`src/rtl/fetch_pc_unit_pkg.sv`:
```
// ============================================================================
// Module : fetch_pc_unit_pkg
// Brief  : Shared FSM encodings, reset defaults and helpers for the fetch unit
// Rev    : 1.0 - initial release
// ============================================================================
`default_nettype none

package fetch_pc_unit_pkg;

  localparam logic [1:0]  FETCH_BOOT       = 2'd0;
  localparam logic [1:0]  FETCH_REQ        = 2'd1;
  localparam logic [1:0]  FETCH_KILL       = 2'd2;
  localparam logic [1:0]  FETCH_HOLD       = 2'd3;

  localparam logic [31:0] RESET_PC_DEFAULT = 32'h0000_0000;
  localparam logic [31:0] INSTR_NOP        = 32'h0000_0000;

  // Targets are forced to a word boundary; low bits only feed the misaligned flag.
  function automatic logic [31:0] align_word(input logic [31:0] addr);
    return {addr[31:2], 2'b00};
  endfunction

endpackage

`default_nettype wire

```
`src/rtl/fetch_pc_unit_if.sv`:
```
// ============================================================================
// Module : fetch_pc_unit_if
// Brief  : Instruction-memory, decode and redirect signals of the fetch unit
// Rev    : 1.0 - initial release
// ============================================================================
`default_nettype none

interface fetch_pc_unit_if;

  logic        imem_req;
  logic [31:0] imem_addr;
  logic        imem_ready;
  logic [31:0] imem_rdata;
  logic        instr_valid;
  logic        instr_ready;
  logic        stall;
  logic [31:0] instr;
  logic [31:0] instr_pc;
  logic [31:0] pc_plus4;
  logic        redirect_valid;
  logic [31:0] redirect_pc;
  logic        misaligned;

  modport master (
    output imem_req, imem_addr,
    input  imem_ready, imem_rdata,
    output instr_valid, instr, instr_pc, pc_plus4,
    input  instr_ready, stall,
    input  redirect_valid, redirect_pc,
    output misaligned
  );

  modport slave (
    input  imem_req, imem_addr,
    output imem_ready, imem_rdata,
    input  instr_valid, instr, instr_pc, pc_plus4,
    output instr_ready, stall,
    output redirect_valid, redirect_pc,
    input  misaligned
  );

endinterface

`default_nettype wire

```
`src/rtl/fetch_pc_unit_adder.sv`:
```
// ============================================================================
// Module : fetch_pc_unit_adder
// Brief  : 32-bit adder used to form PC+4 (wraps modulo 2^32)
// Rev    : 1.0 - initial release
// ============================================================================
`default_nettype none

module fetch_pc_unit_adder (
  input  logic [31:0] a,
  input  logic [31:0] b,
  output logic [31:0] y
);

  assign y = a + b;

endmodule

`default_nettype wire

```
`src/rtl/fetch_pc_unit.sv`:
```
// ============================================================================
// Module : fetch_pc_unit
// Brief  : PC register, single-outstanding imem fetch and decode handoff
// Rev    : 1.0 - initial release
// ============================================================================
`default_nettype none

module fetch_pc_unit
  import fetch_pc_unit_pkg::*;
#(
  parameter logic [31:0] RESET_PC = RESET_PC_DEFAULT
) (
  input  logic                   clk,
  input  logic                   reset,
  fetch_pc_unit_if.master        bus
);

  localparam logic [31:0] c_pc_step = 32'd4;

  logic [1:0]  r_state;
  logic [31:0] r_pc;
  logic [31:0] r_kill_addr;
  logic [31:0] r_instr;
  logic [31:0] r_instr_pc;
  logic [31:0] r_pc_plus4;
  logic        r_instr_valid;
  logic        r_misaligned;

  logic [31:0] w_pc_next;
  logic [31:0] w_redirect_pc;
  logic        w_consume;

  fetch_pc_unit_adder u_adder (
    .a (r_pc),
    .b (c_pc_step),
    .y (w_pc_next)
  );

  assign w_redirect_pc = align_word(bus.redirect_pc);
  assign w_consume     = bus.instr_ready & ~bus.stall;

  always_ff @(posedge clk or negedge reset) begin
    if (!reset) begin
      r_state       <= FETCH_BOOT;
      r_pc          <= align_word(RESET_PC);
      r_kill_addr   <= align_word(RESET_PC);
      r_instr       <= INSTR_NOP;
      r_instr_pc    <= 32'h0;
      r_pc_plus4    <= 32'h0;
      r_instr_valid <= 1'b0;
      r_misaligned  <= 1'b0;
    end else begin
      r_misaligned <= bus.redirect_valid & (|bus.redirect_pc[1:0]);
      case (r_state)
        FETCH_BOOT: begin
          if (bus.redirect_valid) r_pc <= w_redirect_pc;
          r_state <= FETCH_REQ;
        end
        FETCH_REQ: begin
          if (bus.redirect_valid) begin
            r_pc <= w_redirect_pc;
            if (bus.imem_ready) begin
              r_state <= FETCH_REQ;
            end else begin
              // Keep presenting the in-flight address until memory accepts it.
              r_kill_addr <= r_pc;
              r_state     <= FETCH_KILL;
            end
          end else if (bus.imem_ready) begin
            r_instr       <= bus.imem_rdata;
            r_instr_pc    <= r_pc;
            r_pc_plus4    <= w_pc_next;
            r_pc          <= w_pc_next;
            r_instr_valid <= 1'b1;
            r_state       <= FETCH_HOLD;
          end
        end
        FETCH_HOLD: begin
          if (bus.redirect_valid) begin
            r_pc          <= w_redirect_pc;
            r_instr_valid <= 1'b0;
            r_state       <= FETCH_REQ;
          end else if (w_consume) begin
            r_instr_valid <= 1'b0;
            r_state       <= FETCH_REQ;
          end
        end
        FETCH_KILL: begin
          if (bus.redirect_valid) r_pc <= w_redirect_pc;
          if (bus.imem_ready) r_state <= FETCH_REQ;
        end
        default: r_state <= FETCH_BOOT;
      endcase
    end
  end

  assign bus.imem_req    = (r_state == FETCH_REQ) || (r_state == FETCH_KILL);
  assign bus.imem_addr   = (r_state == FETCH_KILL) ? r_kill_addr : r_pc;
  assign bus.instr_valid = r_instr_valid;
  assign bus.instr       = r_instr;
  assign bus.instr_pc    = r_instr_pc;
  assign bus.pc_plus4    = r_pc_plus4;
  assign bus.misaligned  = r_misaligned;

endmodule

`default_nettype wire
```
`src/flat_wrapper.sv`:
```
// flat-port wrapper written by rule: the top's interface ports become plain ports
module fetch_pc_unit_flat import fetch_pc_unit_pkg::*;
#(
  parameter logic [31:0] RESET_PC = RESET_PC_DEFAULT
)
  (clk, reset, bus_imem_req, bus_imem_addr, bus_imem_ready, bus_imem_rdata, bus_instr_valid, bus_instr, bus_instr_pc, bus_pc_plus4, bus_instr_ready, bus_stall, bus_redirect_valid, bus_redirect_pc, bus_misaligned);
  fetch_pc_unit_if bus_i ();
  input  logic clk;
  input  logic reset;
  output wire logic [$bits(bus_i.imem_req)-1:0] bus_imem_req;
  output wire logic [$bits(bus_i.imem_addr)-1:0] bus_imem_addr;
  input wire logic [$bits(bus_i.imem_ready)-1:0] bus_imem_ready;
  input wire logic [$bits(bus_i.imem_rdata)-1:0] bus_imem_rdata;
  output wire logic [$bits(bus_i.instr_valid)-1:0] bus_instr_valid;
  output wire logic [$bits(bus_i.instr)-1:0] bus_instr;
  output wire logic [$bits(bus_i.instr_pc)-1:0] bus_instr_pc;
  output wire logic [$bits(bus_i.pc_plus4)-1:0] bus_pc_plus4;
  input wire logic [$bits(bus_i.instr_ready)-1:0] bus_instr_ready;
  input wire logic [$bits(bus_i.stall)-1:0] bus_stall;
  input wire logic [$bits(bus_i.redirect_valid)-1:0] bus_redirect_valid;
  input wire logic [$bits(bus_i.redirect_pc)-1:0] bus_redirect_pc;
  output wire logic [$bits(bus_i.misaligned)-1:0] bus_misaligned;
  assign bus_imem_req = bus_i.imem_req;
  assign bus_imem_addr = bus_i.imem_addr;
  assign bus_i.imem_ready = bus_imem_ready;
  assign bus_i.imem_rdata = bus_imem_rdata;
  assign bus_instr_valid = bus_i.instr_valid;
  assign bus_instr = bus_i.instr;
  assign bus_instr_pc = bus_i.instr_pc;
  assign bus_pc_plus4 = bus_i.pc_plus4;
  assign bus_i.instr_ready = bus_instr_ready;
  assign bus_i.stall = bus_stall;
  assign bus_i.redirect_valid = bus_redirect_valid;
  assign bus_i.redirect_pc = bus_redirect_pc;
  assign bus_misaligned = bus_i.misaligned;
  fetch_pc_unit #(.RESET_PC(RESET_PC)) u_core (.clk(clk), .reset(reset), .bus(bus_i));
endmodule
```
`config.mk`:
```
export PLATFORM = sky130hd
export DESIGN_NAME = fetch_pc_unit_flat
export DESIGN_NICKNAME = d
export VERILOG_FILES = /design/src/rtl/fetch_pc_unit_pkg.sv /design/src/rtl/fetch_pc_unit_if.sv /design/src/rtl/fetch_pc_unit_adder.sv /design/src/rtl/fetch_pc_unit.sv /design/src/flat_wrapper.sv
export SDC_FILE = /design/constraint.sdc
export NUM_CORES = 1
export LEC_CHECK = 0
export CAP_MARGIN = 5
export CORE_UTILIZATION = 52
export CTS_CLUSTER_DIAMETER = 120
export DETAILED_ROUTE_END_ITERATION = 8
export PLACE_DENSITY = 0.85
export SLEW_MARGIN = 20
export SYNTH_ARGS = -nofsm -noshare
export SYNTH_HDL_FRONTEND = slang
export SYNTH_SLANG_ARGS = --single-unit
```
`constraint.sdc`:
```
create_clock -name clk -period 4.5 [get_ports clk]
set_input_delay 0.45 -clock clk [delete_from_list [all_inputs] [get_ports clk]]
set_output_delay 0.45 -clock clk [all_outputs]
set_load 0.05 [all_outputs]
```
==> summary.md <==
| Metric | Value |
|---|---|
| CTS Hold Bufs | 0 |
| GPL Wtd Cong | 0.756 |
| Maximum clock skew at final layout | 0.00777 ns |
| Remaining antenna violation count | 0 |
| Share of synthesized registers carrying an async set or reset | 100% |
| Kind of critical path | flop to output port |
| Post-synthesis instance area | 7380 µm² |
| Tot Pwr | 7.57 mW |
| Clk Latency, worst-skew pair | 0.41 ns |
| Internal Power | 4.16 mW |
| Class of the most critical hold timing path | input pin to asynchronous set/reset pin |
| CP Data Required Time | 4.05 ns |
| Synthesis Warnings | 0 |
| Switching power summed over all nets | 3.41 mW |
| Detailed placement HPWL | 12500 µm |
| Most common cell after layout, fill and taps aside | sky130_fd_sc_hd__nand2_1 |
| Leakage power | 4.38 nW |
| Area Overhead vs Synth | 34.2% |
| Mapped Cells | 769 |
| Most used cells in the layout excluding fill and tap cells | sky130_fd_sc_hd__nand2_1 (257), sky130_fd_sc_hd__clkdlybuf4s50_1 (192), sky130_fd_sc_hd__dfrtp_1 (156) |
| Cell taking the most area after synthesis | sky130_fd_sc_hd__dfrtp_1 |
| Accumulated negative setup slack | 0 ns |
| Post-synthesis register bit count | 156 |
| Compound-cell area share of the yosys netlist | 5.53% |
| Share of the clock period used by the worst path after layout | 74.5% |
| Detailed Route Iter0 Violations | 302 |
| Relative contribution of the clock network to total power | 19.0% |
| Arrival time at the worst endpoint | 2.90 ns |
| Die Y | 121 µm |
| Routed via count | 5851 |
| Part of the power in combinational logic | 49.9% |
| H-tree lvl count | 4 |
| Wirelength, routed | 18400 µm |
| Commonest register cell after synthesis | sky130_fd_sc_hd__dfrtp_1 |
| Std-Cell Core Area | 13900 µm² |
| Startpoint kind of the worst setup timing path | flop |
| Distinct cell type count of the synthesized netlist | 48 |
| Total CTS buffers | 17 |
| Buffer type at the clock tree root | sky130_fd_sc_hd__clkbuf_16 |
| GRT Util Overall | 25.8% |
| EDFF count, synth | 0 |
| Peak clock frequency supported by timing | 298 MHz |
| Detailed Routing Iterations Pass 1 | 4 |
| Number of max-slew violations in the final report | 0 |
| Final hold violation count | 0 |
| Starting density of the core | 53.2% |
| Layout net count | 997 |
| Max-Cap Viols | 0 |
| Standard-cell row count | 43 |
| Mux cell area share after synthesis | 9.59% |
| Worst-case vdd ir drop | 0.455 mV |
| Number of buffers between clock root and the deepest sink | 2 |
| Number of setup buffers added after CTS | 0 |
| RSZ-0062 raised after global routing | false |
| Vias in the first global route | 5603 |
| Die Wd | 121 µm |
| Result of the run | complete, no violations |
| Power density over cell area | 765 nW/µm² |
| Fraction of the yosys area taken by sequential cells | 52.9% |
| Headroom to the max-slew limit | 37.1% |
| Switching Share | 45.1% |
| Routed vias/inst | 5.25 |
| Number of antenna violations at the first check in global routing | 0 |
| Setup crit end kind | output port |
| Yosys top cell area share | 52.9% |
| Adder-cell share of the synthesized area | 0.678% |
| Simple-gate share of the synthesized area | 20.4% |
| Total setup violations reported at the end of the flow | 0 |
| Full die area | 14700 µm² |
| Least-Margin Pin Slew | 0.943 ns |
| Largest family of logic cells by synthesized area | simple AND/OR/NAND/NOR gates |
| Number of I/O port buffers | 194 |
| Synthesized-area fraction occupied by xor and xnor cells | 6.05% |
| Minimum clock period after layout | 3.35 ns |
| Largest net degree at the start of global routing | 84 |
| CTS tree | built |
| Synth top area cells | sky130_fd_sc_hd__dfrtp_1 (53%), sky130_fd_sc_hd__nand2_1 (13%), sky130_fd_sc_hd__mux2_2 (9.5%), sky130_fd_sc_hd__o21ai_0 (3.3%), sky130_fd_sc_hd__xor2_1 (3.2%) |
| Total overflow reported by the global router | 0 |
| Clock transition at the register clock pins on the worst setup and hold paths after CTS | 0.06 ns |
| DRC errors left | 0 |
| Routed length per placed instance | 16.5 µm |
| Wire length of the first global-routing pass | 28700 µm |
| Sequential share of power | 31.1% |
| Synthesized area per cell | 9.60 µm² |
| I/O pin count | 201 |
| Fraction of final layout cells with drive strength greater than 1 | 11.9% |
| Sink Count | 156 |
| Number of cells upsized or downsized after cts | 0 |
| Highest net fanout along the worst path | 34 |
| Diodes inserted | 0 |
worst paths after layout:
| check | startpoint | end | slack, ns | cells past startpoint |
|---|---|---|---|---|
| max | u_core.r_state[0]$_DFFE_PN0P_ | bus_imem_addr[3] | 1.15 | 4 |
| min | reset | u_core.bus.instr_pc[28]$_DFFE_PN0P_ | 0.07 | 1 |
| max reg2reg | u_core.r_state[1]$_DFFE_PN0P_ | u_core.r_pc[29]$_DFFE_PN0P_ | 2.06 | 7 |
| min reg2reg | u_core.bus.instr[11]$_DFFE_PN0P_ | u_core.bus.instr[11]$_DFFE_PN0P_ | 0.47 | 2 |
| max in group asynchronous | reset | u_core.bus.instr_pc[4]$_DFFE_PN0P_ | 3.41 | 2 |
| min in group clk | u_core.bus.instr[11]$_DFFE_PN0P_ | u_core.bus.instr[11]$_DFFE_PN0P_ | 0.47 | 2 |
cell usage after synthesis, drive strengths merged, types with 4 or more instances:
cell / number
nand4: 12
mux2: 62
and4: 5
ha: 4
clkbuf: 42
xor2: 27
inv: 5
nand3: 21
and3: 10
nor3: 8
dfrtp: 156
nand2: 257
nor2: 18
xnor2: 24
buf: 30
o21ai: 54
registers in the layout, indices dropped and copies added, names as in the netlist:
name	count
u_core.r_kill_addr	30
u_core.r_state	2
u_core.bus.misaligned	1
u_core.r_pc	30
u_core.bus.pc_plus4	30
u_core.bus.instr_pc	30
u_core.bus.instr	32
u_core.bus.instr_valid	1
power groups by stage:
stage	clock [mW]	sequential (mW)	combinational (mW)
after floorplan	0	3.68	1.17
after global placement	0	2.36	3.73
after detailed placement	0	2.37	3.79
after CTS	1.46	2.36	3.81
after global routing	1.52	2.43	3.97
final	1.44	2.36	3.78
cells by family (layout without fill, tap and decap cells):
kind of cell             after synthesis  in the layout
AO/OA/AOI/OAI                         71             71
flip-flops                           156            156
buffers and inverters                 77            238
other                                  1              6
adder cells (fa/ha/maj)                4              4
multiplexers                          63             63
AND/OR/NAND/NOR                      346            346
XOR/XNOR                              51             51
routing by layer:
layer	part of all wire (%)	GRT usage, %	up-vias
li1	-	-	2822
met5	0	0	-
met4	1.3	7.72	0
met2	48	43.1	182
met3	7.1	6.67	17
met1	44	32.8	2830
critical path: stages, from the launching register on:
cell                              delay (ns)
sky130_fd_sc_hd__dfrtp_1                0.44
sky130_fd_sc_hd__inv_1                  0.09
sky130_fd_sc_hd__ha_2                   0.78
sky130_fd_sc_hd__mux2_2                 0.43
sky130_fd_sc_hd__clkdlybuf4s50_1        0.71
final cells by class:
type	count	area, µm²
repair buffers	202	2010
clock inverters	5	80.1
flip-flops and latches	156	3900
clock buffers	26	519
fillers	1019	3980
multi-input cells	541	3150
well taps	180	225
inverters	5	18.8
per-stage QoR:
stage	instances	setup WS (ns)	util (%)	hold slack [ns]	cell area (µm²)
floorplan	774	2.41	-	0.154	7400
global placement	1084	1.67	67.0	0.458	9300
detailed placement	1084	1.58	67.0	0.461	9300
CTS	1115	1.13	71.3	0.102	9900
global route	1115	1.03	71.3	0.123	9900
finish	1115	1.15	71.3	0.0724	9900
Power figures use the tool's default switching activity.
